===== src/rtl/pri_en.sv =====
// Registered dual priority encoder: highest set bit of decode, lowest set bit
// of decode[DE_SIZE-1:1], and an any-bit-set flag, all with one cycle of latency.
module pri_en #(
  parameter int DE_SIZE = 32,
  parameter int EN_SIZE = 5
) (
  input  logic               clock,
  input  logic               reset,
  input  logic [DE_SIZE-1:0] decode,
  output logic [EN_SIZE-1:0] encode_high,
  output logic [EN_SIZE-1:0] encode_low,
  output logic               valid
);

  logic [EN_SIZE-1:0] high_d;
  logic [EN_SIZE-1:0] high_q;
  logic [EN_SIZE-1:0] low_d;
  logic [EN_SIZE-1:0] low_q;
  logic               valid_d;
  logic               valid_q;

  // Priority encoders: later loop iterations overwrite earlier hits, so the
  // upward scan keeps the highest index and the downward scan keeps the lowest.
  always_comb begin
    high_d  = {EN_SIZE{1'b0}};
    low_d   = {EN_SIZE{1'b0}};
    valid_d = |decode;
    for (int i = 0; i < DE_SIZE; i++) begin
      if (decode[i]) begin
        high_d = EN_SIZE'(i);
      end else begin
        high_d = high_d;
      end
    end
    // Bit 0 is deliberately excluded from the low search.
    for (int j = DE_SIZE - 1; j >= 1; j--) begin
      if (decode[j]) begin
        low_d = EN_SIZE'(j);
      end else begin
        low_d = low_d;
      end
    end
  end

  // Output registers; synchronous reset wins over the normal load.
  always_ff @(posedge clock) begin
    if (reset) begin
      high_q  <= {EN_SIZE{1'b0}};
      low_q   <= {EN_SIZE{1'b0}};
      valid_q <= 1'b0;
    end else begin
      high_q  <= high_d;
      low_q   <= low_d;
      valid_q <= valid_d;
    end
  end

  assign encode_high = high_q;
  assign encode_low  = low_q;
  assign valid       = valid_q;

endmodule


===== config.mk =====
export PLATFORM = sky130hd
export DESIGN_NAME = pri_en
export DESIGN_NICKNAME = d
export VERILOG_FILES = /design/src/rtl/pri_en.sv
export SDC_FILE = /design/constraint.sdc
export NUM_CORES = 1
export LEC_CHECK = 0
export BUFFER_PORTS_ARGS = -buffer_cell sky130_fd_sc_hd__buf_2
export CAP_MARGIN = 10
export CORE_UTILIZATION = 47
export CTS_CLUSTER_SIZE = 24
export DETAILED_ROUTE_END_ITERATION = 10
export PLACE_DENSITY = 0.83
export SLEW_MARGIN = 20
export SYNTH_ARGS = -nofsm -noshare
export SYNTH_HDL_FRONTEND = slang
export SYNTH_SLANG_ARGS = --single-unit

===== constraint.sdc =====
create_clock -name clock -period 2.82 [get_ports clock]
set_clock_uncertainty 0.2 [all_clocks]
set_input_delay 0.141 -clock clock [delete_from_list [all_inputs] [get_ports clock]]
set_output_delay 0.141 -clock clock [all_outputs]
set_load 0.01 [all_outputs]

==> results of run 1 <==
[worst min-delay path, cell delays in order]
cell,delay [ns]
buf_2,0.08
nor2_1,0.04
a41oi_1,0.18
[worst max path at each step]
stage	start	end	cells after the start
final	decode[31]	valid	7
after global routing	decode[31]	valid	7
after CTS	decode[31]	valid	7
after detailed placement	decode[20]	valid	4
after global placement	decode[20]	valid	4
after floorplan	decode[20]	valid	3
[cells by family after synthesis]
| group | Yosys count | synth area share (%) |
|---|---|---|
| compound gates | 47 | 36.30 |
| buf+inv | 7 | 3.110 |
| flops | 11 | 26.07 |
| simple gates | 55 | 34.52 |
[cells in the final DEF, fill, tap and decap left out, types with 3 or more instances in the layout]
master,count
buf_2,44
nor2_1,23
a21oi_1,17
dfxtp_1,11
nor3_1,9
nand2_1,6
inv_1,6
o21ai_0,5
o21bai_1,4
nor2b_1,4
nor4_1,3
o31ai_1,3
clkbuf_4,3
[state kept, by name (all words and copies together), names as in the netlist]
register / cells
encode_low: 5
valid: 1
encode_high: 5
[power by group through the flow]
stage	combinational, mW	sequential, mW	clock [mW]
after CTS	0.107	0.164	0.109
after global placement	0.102	0.168	0
final	0.108	0.164	0.107
after global routing	0.120	0.165	0.118
after detailed placement	0.105	0.168	0
after floorplan	0.0424	0.173	0
[metal layers]
| layer | vias up | GRT usage, % |
|---|---|---|
| met5 | - | 0 |
| met4 | 0 | 7.879 |
| met3 | 4 | 7.755 |
| met2 | 43 | 49.71 |
| met1 | 512 | 29.90 |
| li1 | 556 | - |
[stage by stage]
stage          power, mW  hold slack (ns)  setup WS, ns  util [%]
3_5_place_dp      0.2728           0.2419         1.231     68.45
4_1_cts           0.3808         0.009226         1.005     71.35
5_1_grt           0.4028          0.03098        0.8664     71.35
3_3_place_gp      0.2700           0.2408         1.259     68.45
6_report          0.3789          0.01187        0.9959     71.35
2_1_floorplan     0.2152           0.1022         1.454         -
[area by class of cell]
cell class / instances / area, um2
Clock buffer: 4 / 26.28
Fill cell: 148 / 456.7
Inverter: 6 / 22.52
Multi-Input combinational cell: 102 / 598.1
Sequential cell: 11 / 220.2
Tap cell: 24 / 30.03
Timing Repair Buffer: 46 / 240.2
[timing repair]
action                    4_1_cts  5_1_grt
hold endpoints to repair        6        0
resized for setup               0        0
hold buffers                    2        0
==> metrics.yaml, run 1 <==
setup_tns_ns: 0
fin_crit_sh_pct: 64.68
cp_data_required_time_ns: 2.75
numPortBuffers: 44
areaGrowthSynthToFinish_pct: 34.67
synth_seq_cells: 11
cts_sinks: 11
status: "completed"
syn_area_um2: 844.6
die_h_um: 44.39
critical_path.max_stage_delay_ns: 0.54
via_count: 1115
initial_utilization_pct: 52.98
cts_setup_buffers: 0
switching_share_pct: 30.42
p_switching_mw: 0.1153
cts-buffers-inserted: 3
synth_common_cells: "23 x nor2_1, 17 x a21oi_1, 11 x dfxtp_1"
synth-seq-area-share_pct: 26.07
wl_met3_um: 127
cp_top_family: "simple AND/OR/NAND/NOR gates"
htree_levels: 1
cts_root_buffer: "clkbuf_4"
comb_power_share_pct: 28.5
grt_max_degree: 11
setup_violations: 0
yosysWarnings: 0
worstHoldEndpoint: "valid"
fin_cells: 193
post-dp-hpwl_mm: 1.931
cts_tree: "done"
placed_area_um2: 1091
synth_most_common_cell: "nor2_1"
synth_flop_cell: "dfxtp_1"
topRoutingLayerUsed: "met4"
cp_max_fo: 4
synthArstFlopShare_pct: 0
timing.fmax_ghz: 0.5482
drive_gt1_share_pct: 32.54
antenna_found_initial: 0
cp.arrival_ns: 1.76
wl_mm: 2.407
hold_path.class: "in2reg"
final.min_clock_period_ns: 1.824
core_area_um2: 1594
grtUsageTotal_pct: 27.05
maxCapViolCount: 0
die_w_um: 44.39
synth_cell_types: 34
synth_top_area_cell: "dfxtp_1"
grt_pass1_vias: 988
crit_type: "in2reg"
pwr-share-seq_pct: 43.4
grt.overflow.total: 0
power_leakage_nw: 0.4855
first_pass_iters: 4
io_pins: 45
finalHoldViolCount: 0
cp_cell_sequence: "dlygate4sd3_1 -> buf_2 -> or2_1 -> nor3_1 -> nand2_1 -> nor3_2 -> a41oi_1"
avgSynthCellArea_um2: 7.038
drcViolationCount: 0
internal_power_mw: 0.2636
cp-start-kind: "input port"
hold-path-cell-count: 3
yosys-top-cells-area: "dfxtp_1 26%, nor2_1 10%, a21oi_1 10%, nor3_1 5.3%, o21bai_1 3.6%"
nets: 204
place_congestion: 0.9422
clk_pin_slew_worst_paths_ns: 0.07
wl_per_cell_um: 12.47
p_clk_share_pct: 28.1
min_from: "decode[0]"
rows: 14
diodes: 0
synth-edff-count: 0
ir_worst_vdd_v: 0.0002343
power.density_nw_per_um2: 333.2
first_iter_violations: 31
synth_cells: 120
synth_top_area_share_pct: 26.07
rsz0062_at_grt: "no"
synth_nets: 154
ant_nets: 0
final_cell_area_um2: 1137
drv_slew: 0
critical-path-slowest-cell: "dlygate4sd3_1"
wl_met2_mm: 1.215
dp.cells: 187
max_slew_margin_pct: 69.63
max_slew.worst_pin.slew_ns: 0.4513
ctsLongestPathBuffers: 2
path_buf_inv: 2
grt_first_pass_wirelength_mm: 3.919
design.die.area_um2: 1970
viasPerCell: 5.777
met1_length_mm: 1.022
critPathCaptureType: "flip-flop"
Power figures use the tool's default switching activity.
==> run 2, diff against run 1 <==
Settings changed: ABC_AREA set to 1, CORE_UTILIZATION 47 to 42, PLACE_DENSITY 0.83 to 0.76.
Clock period 2.82 ns to 1.5 ns, I/O delays scaled along.
==> run 2 against run 1 <==
Against the previous run: the flow now finishes with violations (setup timing); cell count rose by 45%; die area increased by 29%; critical path type unchanged; synthesized cell count is 50% higher; via count rose by 8.5%; critical endpoint is now encode_high[0]; wire length shrank 9.2%; core utilization is 3.9 points lower; setup slack got worse by 1.3 ns; power increased by 110%.
==> metrics.yaml, run 2 <==
nets: 286  # +40%
die_w_um: 50.48  # +14%
fin_crit_sh_pct: 118.7
path_buf_inv: 2  # unchanged
synth_cells: 180  # +50%
core_area_um2: 2212  # +39%
synth_seq_cells: 11  # unchanged
via_count: 1210  # +8.5%
clk_pin_slew_worst_paths_ns: 0.07  # about the same
cts_root_buffer: "clkbuf_4"
hold_path.class: "in2reg"
synth_common_cells: "91 x nand2_1, 27 x inv_1, 21 x nor2_1"
numPortBuffers: 44  # unchanged
critical_path.max_stage_delay_ns: 0.13  # -0.41 ns
areaGrowthSynthToFinish_pct: 51.08
max_slew_margin_pct: 82.34  # +13 points
yosysWarnings: 0  # unchanged
cp.arrival_ns: 1.77  # about the same
cp_data_required_time_ns: 1.49  # -1.26 ns
cts_sinks: 11  # unchanged
cp_common_cell: "nand2_1"
io_pins: 45  # unchanged
design.die.area_um2: 2548  # +29%
cp_max_fo: 2  # -2
viasPerCell: 4.337  # -25%
cts-buffers-inserted: 3  # unchanged
diodes: 0  # unchanged
synthArstFlopShare_pct: 0  # unchanged
cp-start-kind: "input port"
layout_commonest_cell: "nand2_1"
max_slew.worst_pin.slew_ns: 0.2625  # -0.1888 ns
synth_top_area_share_pct: 34.60  # +8.5 points
htree_levels: 1  # unchanged
grt_pass1_vias: 1033  # +4.6%
post-dp-hpwl_mm: 1.646  # -15%
die_h_um: 50.48  # +14%
setup_violations: 2  # +2
drive_gt1_share_pct: 31.47  # -1.1 points
post-place-ws_ns: -0.5312  # -1.762 ns
ctsLongestPathBuffers: 2  # unchanged
power_leakage_nw: 0.9196  # +89%
setup_ws_ns: -0.2806  # -1.276 ns
violations: "setup timing"
layout_common_cells: "89 x nand2_1, 42 x buf_2, 25 x inv_1"
synth_cell_types: 15  # -56%
drv_slew: 0  # unchanged
place_congestion: 0.7196  # -24%
grtUsageTotal_pct: 17.79  # -9.3 points
first_iter_violations: 13  # -58%
crit_type: "in2reg"
initial_utilization_pct: 44.63  # -8.4 points
first_pass_iters: 5  # +1
ir_worst_vdd_v: 0.0006082  # +160%
synth_nets: 214  # +39%
syn_area_um2: 987.2  # +17%
fin_cells: 279  # +45%
finalHoldViolCount: 0  # unchanged
ant_nets: 0  # unchanged
drcViolationCount: 0  # unchanged
status: "finished with violations"
final.min_clock_period_ns: 1.781
grt_max_degree: 10  # -1
power.total_mw: 0.7919  # +110%
dp.cells: 264  # +41%
wl_per_cell_um: 7.835  # -37%
rsz0062_at_grt: "yes"
antenna_found_initial: 0  # unchanged
yosys-top-cells-area: "nand2_1 35%, dfxtp_1 22%, bufinv_8 12%, inv_1 10%, nor2_1 8.0%"
wl_mm: 2.186  # -9.2%
avgSynthCellArea_um2: 5.484  # -22%
timing.fmax_ghz: 0.5616
synth-edff-count: 0  # unchanged
maxCapViolCount: 0  # unchanged
cts_tree: "done"
rows: 17  # +3
critical-path-slowest-cell: "a21oi_2"
grt_first_pass_wirelength_mm: 3.525  # -10%
cp_top_family: "simple AND/OR/NAND/NOR gates"
synth-seq-area-share_pct: 22.31  # -3.8 points
critPathCaptureType: "flip-flop"
grt.overflow.total: 0  # unchanged
synth_most_common_cell: "nand2_1"
synth_top_area_cell: "nand2_1"
power.density_nw_per_um2: 531.0  # +59%
synth_flop_cell: "dfxtp_1"
-- run 2: kinds of logic (layout without fill, tap and decap cells) --
kind of cell | count (synthesis) | after routing | share of synthesized area, %
and+or+nand+nor | 117 | 117 | 45.25
buffers and inverters | 38 | 109 | 24.21
AOI/OAI and AO/OA | 14 | 14 | 8.238
DFF | 11 | 11 | 22.31
-- run 2: tightest hold or removal path, delay by kind of cell --
| kind | cells | cell delay (ns) |
|---|---|---|
| buffers and inverters | 1 | 0.10 |
| AOI/OAI and AO/OA | 1 | 0.10 |
| and+or+nand+nor | 3 | 0.15 |
-- run 2: per-stage QoR --
step	area [um2]	utilization (%)	hold WS, ns	TNS [ns]
finish	1491	67.42	0.004540	-0.5177
floorplan	987.2	-	-0.04569	-0.3926
detailed placement	1336	60.41	0.1548	-1.131
global route	1491	67.42	0.03111	-1.070
global placement	1336	60.41	0.1537	-1.047
CTS	1468	66.35	-0.02833	-0.4595
-- run 2: final cells by class --
| class | count | area (um2) |
|---|---|---|
| Inverter | 37 | 235.2 |
| Multi-Input combinational cell | 131 | 539.3 |
| Fill cell | 227 | 720.7 |
| Clock buffer | 4 | 26.28 |
| Tap cell | 28 | 35.03 |
| Timing Repair Buffer | 68 | 435.4 |
| Sequential cell | 11 | 220.2 |
-- run 2: where the power goes --
group,total (mW),leakage (nW),internal [mW],switching [mW]
logic,0.288,0.813,0.158,0.130
registers,0.309,0.0915,0.306,0.00330
clock network,0.195,0.0150,0.103,0.0924
total,0.792,0.920,0.566,0.226
-- run 2: layer usage --
| layer | GRT usage, % | vias up | part of all wire, % |
|---|---|---|---|
| met5 | 0 | - | 0 |
| met4 | 6.019 | 0 | 1.6 |
| met3 | 3.636 | 4 | 4.1 |
| met2 | 36.00 | 35 | 52 |
| met1 | 17.37 | 498 | 42 |
| li1 | - | 673 | - |
-- run 2: worst paths after layout --
kind / from / to / slack (ns) / cells past startpoint
setup / recovery: decode[2] / encode_high[0] / -0.28 / 32
hold / removal: decode[26] / encode_high[1] / 0.005 / 5
-- run 2: repair_timing --
action                                 in CTS  in global routing
resized for setup                           3                  4
pin swaps                                   2                 10
setup endpoints to repair                   2                  3
hold buffers                                8                  1
endpoints found under the hold margin       8                  1
buffers inserted                            2                  0
==> run 3, diff against run 2 <==
Settings changed: ABC_AREA 1 to unset, CORE_UTILIZATION 42 to 39, MAX_ROUTING_LAYER set to met4, PLACE_DENSITY 0.76 to unset, PLACE_DENSITY_LB_ADDON set to 0.05.
==> run 3 against run 2 <==
Against the previous run: the run ends with hold timing left; clock-buffer cell count unchanged; setup slack better by 0.33 ns; global-route usage up 7.9 points; combinational power down 12%; non-clock buffer count up 1; largest cell class unchanged.
==> metrics.yaml, run 3 (synthesis gave the netlist of run 1 again) <==
die_h_um: 48.54  # -3.9%
rows: 16  # -1
first_pass_iters: 4  # -1
io_pins: 45  # unchanged
areaGrowthSynthToFinish_pct: 60.00
grtUsageTotal_pct: 25.66  # +7.9 points
hold_path.class: "in2reg"
drv_slew: 0  # unchanged
cts_tree: "done"
critPathCaptureType: "flip-flop"
die_w_um: 48.54  # -3.9%
cp_max_fo: 4  # +2
power_leakage_nw: 0.5920  # -36%
hold_ws_ns: -0.05393  # -0.05847 ns
dp.cells: 202  # -23%
critical-path-slowest-cell: "dlygate4sd3_1"
drcViolationCount: 0  # unchanged
power.density_nw_per_um2: 564.4  # +6.3%
critical_path.max_stage_delay_ns: 0.58  # +0.45 ns
finalHoldViolCount: 2  # +2
initial_utilization_pct: 42.19  # -2.4 points
setup_tns_ns: 0  # +0.5177 ns
layout_common_cells: "44 x buf_2, 21 x nor2_1, 17 x a21oi_1"
via_count: 1137  # -6.0%
first_iter_violations: 28  # +15
place_congestion: 0.8316  # +16%
max_slew.worst_pin.slew_ns: 0.3108  # +0.04825 ns
post-dp-hpwl_mm: 2.044  # +24%
maxCapViolCount: 0  # unchanged
ir_worst_vdd_v: 0.0004499  # -26%
core_area_um2: 2002  # -9.5%
grt_first_pass_wirelength_mm: 4.636  # +32%
grt_max_degree: 10  # unchanged
hold_buffers: 13  # +5
design.die.area_um2: 2356  # -7.6%
cts_root_buffer: "clkbuf_4"
wl_per_cell_um: 12.15  # +55%
final.min_clock_period_ns: 1.451  # -0.3299 ns
cp_data_required_time_ns: 1.51  # +0.02 ns
layout_commonest_cell: "buf_2"
grt_pass1_vias: 1098  # +6.3%
violations: "hold timing"
cts_sinks: 11  # unchanged
timing.fmax_ghz: 0.6893  # +23%
power.total_mw: 0.7627  # -3.7%
status: "finished with violations"
ant_nets: 0  # unchanged
wl_mm: 2.661  # +22%
crit_type: "in2reg"
diodes: 0  # unchanged
fin_cells: 219  # -22%
drive_gt1_share_pct: 36.46  # +5.0 points
antenna_found_initial: 0  # unchanged
cp-start-kind: "input port"
htree_levels: 1  # unchanged
fin_crit_sh_pct: 96.71  # -22 points
viasPerCell: 5.192  # +20%
setup_violations: 0  # -2
clk_pin_slew_worst_paths_ns: 0.07  # about the same
cts-buffers-inserted: 3  # unchanged
cts_setup_buffers: 0  # -2
cp.arrival_ns: 1.46  # -0.31 ns
nets: 227  # -21%
max_slew_margin_pct: 79.12  # -3.2 points
grt.overflow.total: 0  # unchanged
ctsLongestPathBuffers: 2  # unchanged
fillCellCount: 177  # -22%
cp_cell_sequence: "buf_2 -> dlygate4sd3_1 -> nor2_2 -> nor3_2 -> o41ai_2 -> a211oi_1 -> nor2_1"
numPortBuffers: 44  # unchanged
## run 3: metrics by stage
step / area [um2] / setup slack (ns) / util [%]
final: 1351 / 0.04931 / 67.50
after global routing: 1351 / -0.02578 / 67.50
after CTS: 1341 / 0.005783 / 67.00
after detailed placement: 1185 / 0.01844 / 59.19
after global placement: 1185 / 0.03854 / 59.19
after floorplan: 844.6 / 0.2002 / -
## run 3: final cells by class
cell class	instances	area [um2]	share of cell area [%]
Multi-Input combinational cell	102	608.1	45.00
Inverter	6	22.52	1.667
Clock buffer	4	26.28	1.944
Tap cell	27	33.78	2.500
Sequential cell	11	220.2	16.30
Timing Repair Buffer	69	440.4	32.59
## run 3: per-layer routing
layer | GRT usage [%] | part of all wire [%]
met5 | - | 0
met4 | 6.863 | 0.49
met2 | 46.01 | 50
met1 | 29.17 | 45
met3 | 4.717 | 4.2
## run 3: final timing paths
kind              startpoint             end  slack (ns)  depth (start not counted)
setup / recovery   decode[8]  encode_high[1]        0.05                          7
hold / removal     decode[7]   encode_low[3]       -0.05                          3
## run 3: worst max-delay path, delay by kind of cell
kind	cells	cell delay, ns
AOI/OAI and AO/OA	2	0.36
and+or+nand+nor	3	0.32
buffers and inverters	2	0.70
## run 3: timing repair
action,CTS,global route
resized for setup,0,4
hold endpoints to repair,11,2
endpoints found under the setup margin,0,3
## run 3: report_power, final
part / switching (mW) / internal [mW]
clock: 0.0980 / 0.103
sequential: 0.00265 / 0.306
combinational: 0.129 / 0.123
total: 0.230 / 0.533
